**src/rtl/wb_reg_master.sv**
```systemverilog
// ============================================================================
// Module      : wb_reg_master
// Description : Wishbone classic single-access initiator for the MAC register
//               port; one bus cycle per request, result returned as response.
// Revision    : 1.0 - initial release
// ============================================================================
`default_nettype none

module wb_reg_master #(
    parameter int unsigned TIMEOUT_CYCLES = 256
) (
    input  logic        wb_clk_i,
    input  logic        wb_rst_i,
    // Request channel
    input  logic        cmd_valid,
    output logic        cmd_ready,
    input  logic        cmd_we,
    input  logic [9:0]  cmd_adr,
    input  logic [3:0]  cmd_sel,
    input  logic [31:0] cmd_wdata,
    // Response channel
    output logic        rsp_valid,
    input  logic        rsp_ready,
    output logic [31:0] rsp_rdata,
    output logic        rsp_err,
    output logic        rsp_timeout,
    // Wishbone initiator
    output logic [9:0]  wb_adr_o,
    output logic [31:0] wb_dat_o,
    input  logic [31:0] wb_dat_i,
    output logic [3:0]  wb_sel_o,
    output logic        wb_we_o,
    output logic        wb_cyc_o,
    output logic        wb_stb_o,
    input  logic        wb_ack_i,
    input  logic        wb_err_i
);

    localparam bit          C_TO_EN   = (TIMEOUT_CYCLES != 0);
    localparam logic [15:0] C_TO_LAST = C_TO_EN ? 16'(TIMEOUT_CYCLES - 1) : 16'd0;

    typedef enum logic [1:0] {
        ST_IDLE = 2'd0,
        ST_BUS  = 2'd1,
        ST_RESP = 2'd2
    } state_t;

    state_t      state_q;
    logic [15:0] cnt_q;
    logic        cmd_ready_q;
    logic        rsp_valid_q;
    logic [31:0] rsp_rdata_q;
    logic        rsp_err_q;
    logic        rsp_timeout_q;
    logic [9:0]  wb_adr_q;
    logic [31:0] wb_dat_q;
    logic [3:0]  wb_sel_q;
    logic        wb_we_q;
    logic        wb_cyc_q;
    logic        wb_stb_q;

    logic        w_to_hit;
    assign w_to_hit = C_TO_EN && (cnt_q == C_TO_LAST);

    // Asynchronous reset drops cyc/stb immediately and discards any pending response.
    always_ff @(posedge wb_clk_i or posedge wb_rst_i) begin
        if (wb_rst_i) begin
            state_q       <= ST_IDLE;
            cnt_q         <= 16'd0;
            cmd_ready_q   <= 1'b1;
            rsp_valid_q   <= 1'b0;
            rsp_rdata_q   <= 32'd0;
            rsp_err_q     <= 1'b0;
            rsp_timeout_q <= 1'b0;
            wb_adr_q      <= 10'd0;
            wb_dat_q      <= 32'd0;
            wb_sel_q      <= 4'd0;
            wb_we_q       <= 1'b0;
            wb_cyc_q      <= 1'b0;
            wb_stb_q      <= 1'b0;
        end else begin
            case (state_q)
                ST_IDLE: begin
                    if (cmd_valid) begin
                        wb_we_q     <= cmd_we;
                        wb_adr_q    <= cmd_adr;
                        wb_sel_q    <= cmd_sel;
                        wb_dat_q    <= cmd_wdata;
                        wb_cyc_q    <= 1'b1;
                        wb_stb_q    <= 1'b1;
                        cnt_q       <= 16'd0;
                        cmd_ready_q <= 1'b0;
                        state_q     <= ST_BUS;
                    end
                end

                ST_BUS: begin
                    if (wb_err_i || wb_ack_i || w_to_hit) begin
                        // Error has priority over ack; timeout only when neither arrived.
                        rsp_err_q     <= wb_err_i;
                        rsp_timeout_q <= !wb_err_i && !wb_ack_i;
                        rsp_rdata_q   <= (!wb_err_i && wb_ack_i && !wb_we_q) ? wb_dat_i : 32'd0;
                        rsp_valid_q   <= 1'b1;
                        wb_cyc_q      <= 1'b0;
                        wb_stb_q      <= 1'b0;
                        wb_we_q       <= 1'b0;
                        wb_sel_q      <= 4'd0;
                        wb_adr_q      <= 10'd0;
                        wb_dat_q      <= 32'd0;
                        state_q       <= ST_RESP;
                    end else begin
                        cnt_q <= cnt_q + 16'd1;
                    end
                end

                ST_RESP: begin
                    if (rsp_ready) begin
                        rsp_valid_q   <= 1'b0;
                        rsp_err_q     <= 1'b0;
                        rsp_timeout_q <= 1'b0;
                        cmd_ready_q   <= 1'b1;
                        state_q       <= ST_IDLE;
                    end
                end

                default: begin
                    state_q     <= ST_IDLE;
                    cmd_ready_q <= 1'b1;
                    rsp_valid_q <= 1'b0;
                    wb_cyc_q    <= 1'b0;
                    wb_stb_q    <= 1'b0;
                end
            endcase
        end
    end

    assign cmd_ready   = cmd_ready_q;
    assign rsp_valid   = rsp_valid_q;
    assign rsp_rdata   = rsp_rdata_q;
    assign rsp_err     = rsp_err_q;
    assign rsp_timeout = rsp_timeout_q;
    assign wb_adr_o    = wb_adr_q;
    assign wb_dat_o    = wb_dat_q;
    assign wb_sel_o    = wb_sel_q;
    assign wb_we_o     = wb_we_q;
    assign wb_cyc_o    = wb_cyc_q;
    assign wb_stb_o    = wb_stb_q;

endmodule

`default_nettype wire
```
**config.mk**
```make
export PLATFORM = sky130hd
export DESIGN_NAME = wb_reg_master
export DESIGN_NICKNAME = d
export VERILOG_FILES = /design/src/rtl/wb_reg_master.sv
export SDC_FILE = /design/constraint.sdc
export NUM_CORES = 1
export LEC_CHECK = 0
export CORE_UTILIZATION = 30
export DETAILED_ROUTE_END_ITERATION = 16
export PLACE_DENSITY = 0.56
export SLEW_MARGIN = 40
export SYNTH_ARGS = -nofsm -noshare
export SYNTH_HDL_FRONTEND = slang
export SYNTH_SLANG_ARGS = --single-unit
```
**constraint.sdc**
```tcl
create_clock -name wb_clk_i -period 10.7 [get_ports wb_clk_i]
set_input_delay 2.14 -clock wb_clk_i [delete_from_list [all_inputs] [get_ports wb_clk_i]]
set_output_delay 2.14 -clock wb_clk_i [all_outputs]
set_load 0.005 [all_outputs]
```
# Yosys cells after proc, flatten, opt, wreduce, memory -nomap -nowiden
# Index checks and enable logic that the tools add are counted.
[classes] n_addsub=1 eq_ne=7 n_mux=32 n_bitwise=3 reduce_logical=19
[op_table] op="32-bit 2-to-1 mux" n=3
[op_table] op="32-bit case mux with 2 select lines" n=1
[op_table] op="16-bit 2-to-1 mux" n=2
[op_table] op="16-bit case mux with 2 select lines" n=1
[op_table] op="3-bit AND reduction" n=7
[op_table] op="10-bit 2-to-1 mux" n=2
[op_table] op="10-bit case mux with 2 select lines" n=1
[op_table] op="16-bit by 1-bit adder with 16-bit output (second input constant)" n=1
[op_table] op="16-bit by 8-bit == test with 1-bit output (second input constant)" n=1
[op_table] op="1-bit 2-to-1 mux" n=9
[op_table] op="1-bit case mux with 3 select lines" n=3
[op_table] op="4-bit 2-to-1 mux" n=2
[op_table] op="2-bit inequality test (second input constant)" n=4
[op_table] op="4-bit case mux with 2 select lines" n=1
[op_table] op="2-bit 2-to-1 mux" n=3
[op_table] op="1-bit case mux with 2 select lines" n=3
[op_table] op="2-bit case mux with 3 select lines" n=1
[op_table] op="2-bit nonzero test" n=2
[op_table] op="1-bit logical AND" n=3
[op_table] op="1-bit logical NOT" n=3
[op_table] op="1-bit NOT" n=3
[op_table] op="2-bit by 1-bit == test with 1-bit output (second input constant)" n=1
[op_table] op="2-bit == test (second input constant)" n=1
[op_table] op="2-bit logical NOT" n=1
[op_table] op="2 further kinds" n=3
[totals] register_bits=102 in_bits=85 out_inout_bits=85

# Longest topological paths before layout
# Gate-level depths: netlist of run 1.
[depth] ltp_word=4 depth_mapped=7 ltp_nobuf=5

# Worst setup path before layout of run 1
# No wires, ideal clock.
[synth_path] kind="input-to-reg" from="input wb_err_i" to="register cnt_q[13]" setup_time_ns=0.124 arrival_ns=3.215 path_slack_ns=7.361 cell_stages=4 path_cell_list="or4b_4 > nor4_4 > nand3_1 > mux2i_1"
[synth_via] elab_chain_len=4
[synth_rtl] item="start, declared" line_no="36" source="input logic wb_err_i"
[synth_rtl] item="1-bit logical OR (2 in a row)" line_no="98" source="if (wb_err_i || wb_ack_i || w_to_hit) begin"
[synth_rtl] item="2-bit inequality test (no line)"
[synth_rtl] item="3-bit AND reduction (no line)"
[synth_rtl] item="end signal, assigned" line_no="112" source="cnt_q <= cnt_q + 16'd1;"
[synth_rtl] item="end, declared" line_no="49" source="logic [15:0] cnt_q;"
# Every way passes these cells.
# A chain may end at the register's enable or synchronous reset.

# Worst setup path after layout of run 1
[layout_path] from="input wb_err_i" to="register wb_dat_q[7], in the netlist wb_dat_o[7]"
[layout_via] elab_chain_len=4
[layout_rtl] item="1-bit logical OR (2 in a row)" line_no="98"
[layout_rtl] item="2-bit inequality test (no line)"
[layout_rtl] item="3-bit AND reduction (no line)"
[layout_rtl] item="end signal, assigned" line_no="88" source="wb_dat_q <= cmd_wdata;"
[layout_rtl] item="end, declared" line_no="56" source="logic [31:0] wb_dat_q;"
# Every way passes these cells.

==> results of run 1 <==
==> final timing paths <==
| kind | startpoint | to | slack [ps] | cells after the start |
|---|---|---|---|---|
| max in group asynchronous | wb_rst_i | cmd_ready | 7430 | 4 |
| worst max-delay path | wb_err_i | wb_dat_o[7] | 6720 | 7 |
| worst min-delay path | cnt_q[6] | cnt_q[6] | 500 | 1 |
| worst max register to register | cnt_q[0] | wb_dat_o[7] | 7650 | 8 |
| worst min register to register | cnt_q[6] | cnt_q[6] | 500 | 1 |
| min in group asynchronous | wb_rst_i | wb_dat_o[22] | 2200 | 2 |
==> cells in the final DEF, fill, tap and decap left out, types with 7 or more instances in the layout <==
| master | instances |
|---|---|
| mux2i_1 | 39 |
| o21ai_0 | 49 |
| clkbuf_16 | 9 |
| nor2_1 | 8 |
| inv_1 | 36 |
| nand2_1 | 143 |
| a21oi_1 | 8 |
| a31oi_1 | 7 |
| dfrtp_1 | 101 |
| clkdlybuf4s50_1 | 169 |
==> worst max-delay path, delay by kind of cell <==
kind                   cells  cell delay (ps)
and+or+nand+nor            1              140
buffers and inverters      4             1500
AOI/OAI and AO/OA          2              340
==> Yosys cell counts (2+ instances only) <==
cell type and n:
a31oi_1 7, and3_1 6, nand2_1 143, inv_1 37, mux2i_1 39, o21ai_0 49
and4_1 2, nand4_1 4, buf_2 6, nor4_1 2, a21oi_1 9, buf_6 4
a21o_1 2, nand3_1 6, buf_4 3, a31o_2 2, nor3b_1 2, dfrtp_1 101
nor3_1 2, clkbuf_1 16, nand2b_1 2, nor2_1 8
==> metal layers <==
layer  wire, µm  vias up
met3       1080       19
met2       5580      123
met4        286        0
met1       5260     1814
li1           -     1860
met5          0        -
==> sequential cells by signal, indices dropped and copies added, names as in the netlist <==
signal	count
rsp_valid	1
cnt_q	16
wb_we_o	1
state_q	2
wb_sel_o	4
rsp_timeout	1
wb_adr_o	10
rsp_rdata	32
cmd_ready	1
rsp_err	1
wb_dat_o	32
wb_stb_o	1
==> cells by family after synthesis <==
| kind of cell | count (synthesis) | share of synthesized area [%] |
|---|---|---|
| simple gates | 183 | 17.8 |
| fa+ha+maj | 1 | 0.278 |
| mux | 39 | 8.68 |
| flops | 102 | 56.8 |
| compound gates | 77 | 9.68 |
| buf+inv | 66 | 6.59 |
| xor+xnor | 1 | 0.195 |
==> metrics by stage <==
step           utilization [%]  total power, W  setup WS, ps
2_1_floorplan                -        0.000874          5890
3_3_place_gp              43.4         0.00124          5950
3_5_place_dp              43.6         0.00125          6380
4_1_cts                   45.8         0.00162          6750
5_1_grt                   46.0         0.00171          6550
6_report                  46.0         0.00159          6720
==> power by group <==
| part | switching [W] | internal, W |
|---|---|---|
| Clock | 0.000148 | 0.000206 |
| Sequential | 0.0000945 | 0.000525 |
| Combinational | 0.000267 | 0.000354 |
| Total | 0.000510 | 0.00108 |
==> final cells by class <==
type	instances	area, µm²
clock buffers	9	225
clock inverters	7	97.6
fillers	1399	7880
inverters	37	141
multi-input cells	301	1670
flip-flops and latches	102	2550
well taps	184	230
repair buffers	178	1790
==> results.json, run 1 <==
{
  "antenna_found_initial": 0,
  "grt-ovfl-total": 0,
  "portBuffers": 169,
  "dieWidth_um": 124,
  "skew_ps": 7.99,
  "status": "finished, final reports clean",
  "fmax_mhz": 252,
  "synthCells": 469,
  "clock_latency_ps": 350,
  "fin_crit_sh_pct": 37.2,
  "fp.dieH_um": 124,
  "std_cell_rows": 44,
  "met2_usage_pct": 25.2,
  "path_cells": "clkdlybuf4s50_1 > nor2_1 > a21oi_4 > buf_8 > buf_8 > buf_4 > o21ai_0",
  "vias": 3816,
  "grt_pass1_wl_um": 20100,
  "hold_buffers": 0,
  "cts_resized": 0,
  "cts_buffers": 9,
  "grtUsageTotal_pct": 16.2,
  "die-area_mm2": 0.0155,
  "slowest_delay_ps": 620,
  "post_dp_cell_area_mm2": 0.00636,
  "synth.avg_cell_area_um2": 9.59,
  "cts.htree.levels": 3,
  "maxCapViolCount": 0,
  "clock_sinks": 102,
  "grt_max_degree": 59,
  "syn-cell-area_mm2": 0.00450,
  "synth-seq-cells": 102,
  "worst_path_max_delay_cell": "clkdlybuf4s50_1",
  "startpoint_type": "primary input",
  "core_mm2": 0.0146,
  "yosysWarnings": 0,
  "synth.largest_area_cell": "dfrtp_1",
  "ys_types": 39,
  "firstDrtPassIters": 5,
  "ant_nets": 0,
  "rsz0062_at_grt": "false",
  "io_pins": 170,
  "powerDensity_mw_per_mm2": 238,
  "nets": 715,
  "crit_arrival_ps": 4170,
  "hpwl_um": 8590,
  "cts_tree": "done",
  "drive_above_1_share_pct": 5.84,
  "worst_slew_pin_slew_ps": 719,
  "ys_async_sr_fraction_pct": 100,
  "seq_area_frac_synth_pct": 56.8,
  "hold_class": "reg -> reg",
  "via_per_inst": 4.67,
  "whs_ps": 498,
  "fin_crit_ps": 3980,
  "clock-root-buffer": "clkbuf_16",
  "end_kind": "flop",
  "gp_congestion": 0.775,
  "max_slew_margin_pct": 52.0,
  "grtUsageMet3_pct": 6.66,
  "vdd_ir_drop_max_v": 0.0000997,
  "clk_pin_slew_ps": 70,
  "grt_pass1_vias": 3967,
  "antenna_cells": 0,
  "ys.flop_type": "dfrtp_1",
  "fin_area_mm2": 0.00671,
  "wl_um": 12200,
  "start_util_pct": 30.8,
  "critical_path.max_fanout": 49,
  "worst-setup-path-type": "in -> reg",
  "setup_viol": 0,
  "drc": 0,
  "routedWlPerCell_um": 14.9,
  "setup_tns_ps": 0,
  "synthTopCellsByArea": "dfrtp_1 (56%), nand2_1 (12%), mux2i_1 (8.7%), o21ai_0 (5.5%), inv_1 (3.1%)",
  "cts_setup_buffers": 0,
  "p_leak_nw": 2.88,
  "hold_violations": 0,
  "synth-edff-count": 0,
  "dp_cells": 801,
  "syn-num-nets": 555,
  "layout.cells.non_filler": 818,
  "drv_slew": 0,
  "drt_iter0_drc": 200,
  "synth_top_area_share_pct": 56.2,
  "syn_to_final_growth_pct": 49.1,
  "crit_top_cell": "buf_8",
  "grt.busiest_layer": "met2",
  "clk_path_buf_depth": 2,
  "worstPathRequired_ps": 10900,
  "use_met1_pct": 19.9
}
No activity file was read; power rests on OpenSTA's default activity.
==> inputs of run 2 (changes only) <==
PLACE_DENSITY = 0.58   (was 0.56)
clock period = 3.3 ns   (was 10.7 ns; I/O delays follow)
==> run 2 against run 1 <==
Design area grew 0.35%. Routed wire length fell by 2.5%. First-iteration DRC count fell by 32%. Final cell count is 0.12% lower. Sequential power rose to 3.2 times the previous value. Clock skew decreased by 1.9 ps. Critical path type unchanged. Largest power group unchanged.
==> results.json, run 2 (synthesis results as in run 1) <==
{
  "cts_tree": "done",
  "vias": 3782,
  "rsz0062_at_grt": "false",
  "wl_um": 11900,
  "worstPathRequired_ps": 3510,
  "fillCellCount": 1410,
  "p_seq_share_pct": 38.1,
  "max_slew_margin_pct": 54.2,
  "p_sw_share_pct": 31.3,
  "die-area_mm2": 0.0155,
  "powerDensity_mw_per_mm2": 776,
  "whs_ps": 482,
  "nets": 714,
  "cts_setup_buffers": 0,
  "portBuffers": 169,
  "antenna_cells": 0,
  "clk_path_buf_depth": 2,
  "p_sw_w": 0.00163,
  "slowest_delay_ps": 760,
  "crit_arrival_ps": 2450,
  "fp.dieH_um": 124,
  "std_cell_rows": 44,
  "p_clk_share_pct": 23.4,
  "worst_path_max_delay_cell": "or3b_2",
  "gp_congestion": 0.792,
  "timing.final.ws_setup_ps": 1060,
  "drv_slew": 0,
  "maxCapViolCount": 0,
  "hold_class": "reg -> reg",
  "fmax_mhz": 447,
  "fin_area_mm2": 0.00673,
  "cts_buffers": 9,
  "grt-ovfl-total": 0,
  "routedWlPerCell_um": 14.6,
  "skew_ps": 6.10,
  "p_comb_share_pct": 38.5,
  "antenna_found_initial": 0,
  "critical_path.max_fanout": 30,
  "path_buf_inv": 2,
  "cts.htree.levels": 3,
  "clock-root-buffer": "clkbuf_16",
  "post_dp_cell_area_mm2": 0.00638,
  "startpoint_type": "primary input",
  "final_common_cell": "clkdlybuf4s50_1",
  "final_util_pct": 46.1,
  "io_pins": 170,
  "drt_iter0_drc": 137,
  "grt_pass1_wl_um": 19500,
  "p_int_w": 0.00359,
  "place_ws_ps": 683,
  "clk_pin_slew_ps": 70,
  "setup_viol": 0,
  "syn_to_final_growth_pct": 49.6,
  "grt_pass1_vias": 3791,
  "worst-setup-path-type": "in -> reg",
  "cts_resized": 0,
  "vdd_ir_drop_max_v": 0.000463,
  "ant_nets": 0,
  "grt_max_degree": 83,
  "dieWidth_um": 124,
  "setup_tns_ps": 0,
  "clock_sinks": 102,
  "start_util_pct": 30.8,
  "clock_latency_ps": 350,
  "worst_slew_pin_slew_ps": 687,
  "final_cell_mix": "clkdlybuf4s50_1 (169), nand2_1 (143), dfrtp_1 (101)",
  "end_kind": "flop",
  "core_mm2": 0.0146,
  "grtUsageTotal_pct": 15.8,
  "p_leak_nw": 2.88,
  "fin_crit_sh_pct": 67.8,
  "crit_family": "simple AND/OR/NAND/NOR gates",
  "path_cells": "clkdlybuf4s50_1 > or3b_2 > buf_4 > nand2_1 > o21ai_0",
  "status": "finished, final reports clean",
  "firstDrtPassIters": 4,
  "hold_violations": 0,
  "fin_crit_ps": 2240,
  "hpwl_um": 8180,
  "via_per_inst": 4.63,
  "hold_buffers": 0,
  "drive_above_1_share_pct": 5.69,
  "drc": 0
}
run 2: cell type report:
| cell class | count | area, µm² | share of cell area (%) |
|---|---|---|---|
| Clock buffer | 9 | 225 | 3.35 |
| Timing Repair Buffer | 177 | 1790 | 26.6 |
| Sequential cell | 102 | 2550 | 37.9 |
| Inverter | 37 | 143 | 2.12 |
| Clock inverter | 7 | 120 | 1.78 |
| Multi-Input combinational cell | 301 | 1670 | 24.8 |
| Tap cell | 184 | 230 | 3.42 |
run 2: final timing paths:
kind,cells after the start,endpoint,startpoint,slack [ps]
worst min register to register,1,rsp_valid,rsp_valid,480
worst min-delay path,1,rsp_valid,rsp_valid,480
worst max register to register,6,rsp_rdata[23],cnt_q[0],1160
worst max-delay path,5,wb_dat_o[4],cmd_valid,1060
min in group asynchronous,2,rsp_rdata[25],wb_rst_i,670
max in group asynchronous,3,cmd_ready,wb_rst_i,1950
run 2: power groups by stage:
| stage | Combinational, W | Sequential, W | Clock, W |
|---|---|---|---|
| 3_3_place_gp | 0.00201 | 0.00200 | 0 |
| 6_report | 0.00201 | 0.00199 | 0.00122 |
| 5_1_grt | 0.00221 | 0.00205 | 0.00131 |
| 3_5_place_dp | 0.00204 | 0.00201 | 0 |
| 2_1_floorplan | 0.000846 | 0.00199 | 0 |
| 4_1_cts | 0.00204 | 0.00200 | 0.00127 |
run 2: worst register-to-register path, cell delays in order, from the launching register on:
cell and delay (ps):
dfrtp_1 400, ha_1 240, and3_1 300, nand4_1 220
a21oi_4 230, buf_12 330, mux2i_1 350
run 2: stage by stage:
stage	cells	power, W
floorplan	469	0.00283
global placement	801	0.00401
detailed placement	801	0.00405
CTS	817	0.00531
global route	817	0.00557
finish	817	0.00522
run 2: metal layers:
layer / vias up / wire [µm] / global-route usage (%)
met5: - / 0 / 0
met4: 0 / 110 / 3.83
met3: 8 / 971 / 7.13
met2: 112 / 5730 / 25.7
met1: 1814 / 5090 / 18.9
li1: 1848 / - / -
==> inputs of run 3 (changes only) <==
clock period = 1.8 ns   (was 3.3 ns; I/O delays follow)
==> run 3 against run 2 <==
The flow now finishes with violations (negative setup slack). Total power rose by 84%. Combinational power increased by 110%. Worst hold slack got worse by 190 ps. Final cell count grew 4.4%. Largest power group unchanged. Flip-flop and latch count stayed put. Sequential power increased by 81%. Critical path type is now reg -> reg. Die area unchanged. Design area is 4.6% higher.
==> results.json, run 3 (synthesis results as in run 1) <==
{
  "status": "complete, but fails checks",
  "violations": "negative setup slack",
  "final_common_cell": "clkdlybuf4s50_1",
  "final_cell_mix": "clkdlybuf4s50_1 (168), nand2_1 (143), dfrtp_1 (100)",
  "portBuffers": 169,
  "r2r_cells": 7,
  "core_mm2": 0.0146,
  "timing.final.ws_setup_ps": -12.7,
  "grt_pass1_wl_um": 20800,
  "clk_pin_slew_ps": 70,
  "clock_sinks": 102,
  "cts_tree": "done",
  "vias": 3961,
  "antenna_cells": 0,
  "fillCellCount": 1359,
  "clock_latency_ps": 360,
  "crit_family": "buffers and inverters",
  "grt_pass1_vias": 4052,
  "worst_slew_pin_slew_ps": 334,
  "critical_path.max_fanout": 15,
  "drt_iter0_drc": 145,
  "crit_arrival_ps": 2040,
  "hpwl_um": 8860,
  "fp.dieH_um": 124,
  "ant_nets": 0,
  "wl_met1_um": 5370,
  "io_pins": 170,
  "path_cells": "nor4_2 > buf_4 > nand4_1 > a21oi_4 > buf_4 > bufbuf_16 > o21ai_0",
  "end_kind": "flop",
  "cts_buffers": 9,
  "drv_slew": 0,
  "gp_congestion": 0.782,
  "fmax_mhz": 552,
  "std_cell_rows": 44,
  "setup_viol": 4,
  "skew_ps": 10.6,
  "hold_violations": 0,
  "worst-setup-path-type": "reg -> reg",
  "routedWlPerCell_um": 14.8,
  "max_slew_margin_pct": 77.6,
  "whs_ps": 290,
  "highest_layer": "met4",
  "crit_top_cell": "buf_4",
  "path_depth": 7,
  "antenna_found_initial": 0,
  "grtUsageTotal_pct": 17.0,
  "wl_met3_um": 965,
  "wl_um": 12600,
  "via_per_inst": 4.64,
  "cts.htree.levels": 3,
  "startpoint_type": "flop",
  "drc": 0,
  "post_dp_cell_area_mm2": 0.00666,
  "vdd_ir_drop_max_v": 0.000629,
  "fin_crit_ps": 1810,
  "fin_area_mm2": 0.00704,
  "rsz0062_at_grt": "true",
  "dr_wl_met2_um": 6090,
  "dieWidth_um": 124,
  "worst_path_max_delay_cell": "dfrtp_1",
  "die-area_mm2": 0.0155,
  "powerDensity_mw_per_mm2": 1370,
  "drive_above_1_share_pct": 11.2,
  "slowest_delay_ps": 400,
  "path_buf_inv": 3,
  "clock-root-buffer": "clkbuf_16",
  "maxCapViolCount": 0,
  "hold_class": "in -> async",
  "clk_path_buf_depth": 2,
  "grt-ovfl-total": 0,
  "worstPathRequired_ps": 2030,
  "start_util_pct": 30.8,
  "nets": 750,
  "syn_to_final_growth_pct": 56.6,
  "fin_crit_sh_pct": 101,
  "firstDrtPassIters": 4,
  "p_leak_nw": 3.09,
  "grt_max_degree": 56
}
==> run 3: changes by cell type in the layout (fill, tap and decap cells not counted), sizes merged <==
cell and change:
bufbuf +1, dlymetal6s2s +1, clkinv +2, clkdlybuf4s50 -1, bufinv -3, inv +1, buf +35
==> run 3: power by group <==
part           leakage [nW]  internal [W]  switching [W]  total (W)
registers              1.34       0.00312       0.000479    0.00360
logic                  1.61       0.00243        0.00175    0.00418
clock network         0.138      0.000955       0.000904    0.00186
total                  3.09       0.00650        0.00313    0.00964
==> run 3: repair_timing <==
item,4_1_cts,5_1_grt
hold buffers,0,0
gates cloned,2,0
pin swaps,3,2
gates resized for setup,3,10
setup endpoints to repair,60,77
setup buffers,3,0
==> run 3: per-stage QoR <==
| stage | setup slack [ps] | utilization [%] | total power (W) | instances | TNS [ps] |
|---|---|---|---|---|---|
| 6_report | -12.7 | 48.3 | 0.00964 | 853 | -31.4 |
| 3_3_place_gp | -263 | 45.6 | 0.00759 | 832 | -13620 |
| 5_1_grt | -102 | 48.3 | 0.0103 | 853 | -4470 |
| 2_1_floorplan | 62.1 | - | 0.00520 | 469 | 0 |
| 4_1_cts | 8.96 | 48.2 | 0.00979 | 853 | 0 |
| 3_5_place_dp | -331 | 45.6 | 0.00768 | 832 | -15170 |
==> run 3: worst paths after layout <==
kind / slack [ps] / start / to
worst min register to register: 500 / cnt_q[6] / cnt_q[6]
min in group wb_clk_i: 500 / cnt_q[6] / cnt_q[6]
max in group asynchronous: 930 / wb_rst_i / cmd_ready
worst max register to register: -10 / cnt_q[8] / wb_adr_o[8]
worst min-delay path: 290 / wb_rst_i / wb_dat_o[15]
worst max-delay path: -10 / cnt_q[8] / wb_adr_o[8]
==> run 3: final cells by class <==
type | instances | area, µm² | share of cell area [%]
Clock buffer | 9 | 225 | 3.20
Clock inverter | 7 | 55.1 | 0.782
Inverter | 37 | 143 | 2.03
Multi-Input combinational cell | 301 | 1680 | 23.9
Sequential cell | 102 | 2550 | 36.3
Tap cell | 184 | 230 | 3.27
Timing Repair Buffer | 213 | 2150 | 30.6
==> run 3: layer usage <==
layer / GRT usage [%] / up-vias
met2: 27.6 / 120
li1: - / 1928
met3: 6.96 / 15
met4: 5.24 / 0
met1: 20.4 / 1898
met5: 0 / -
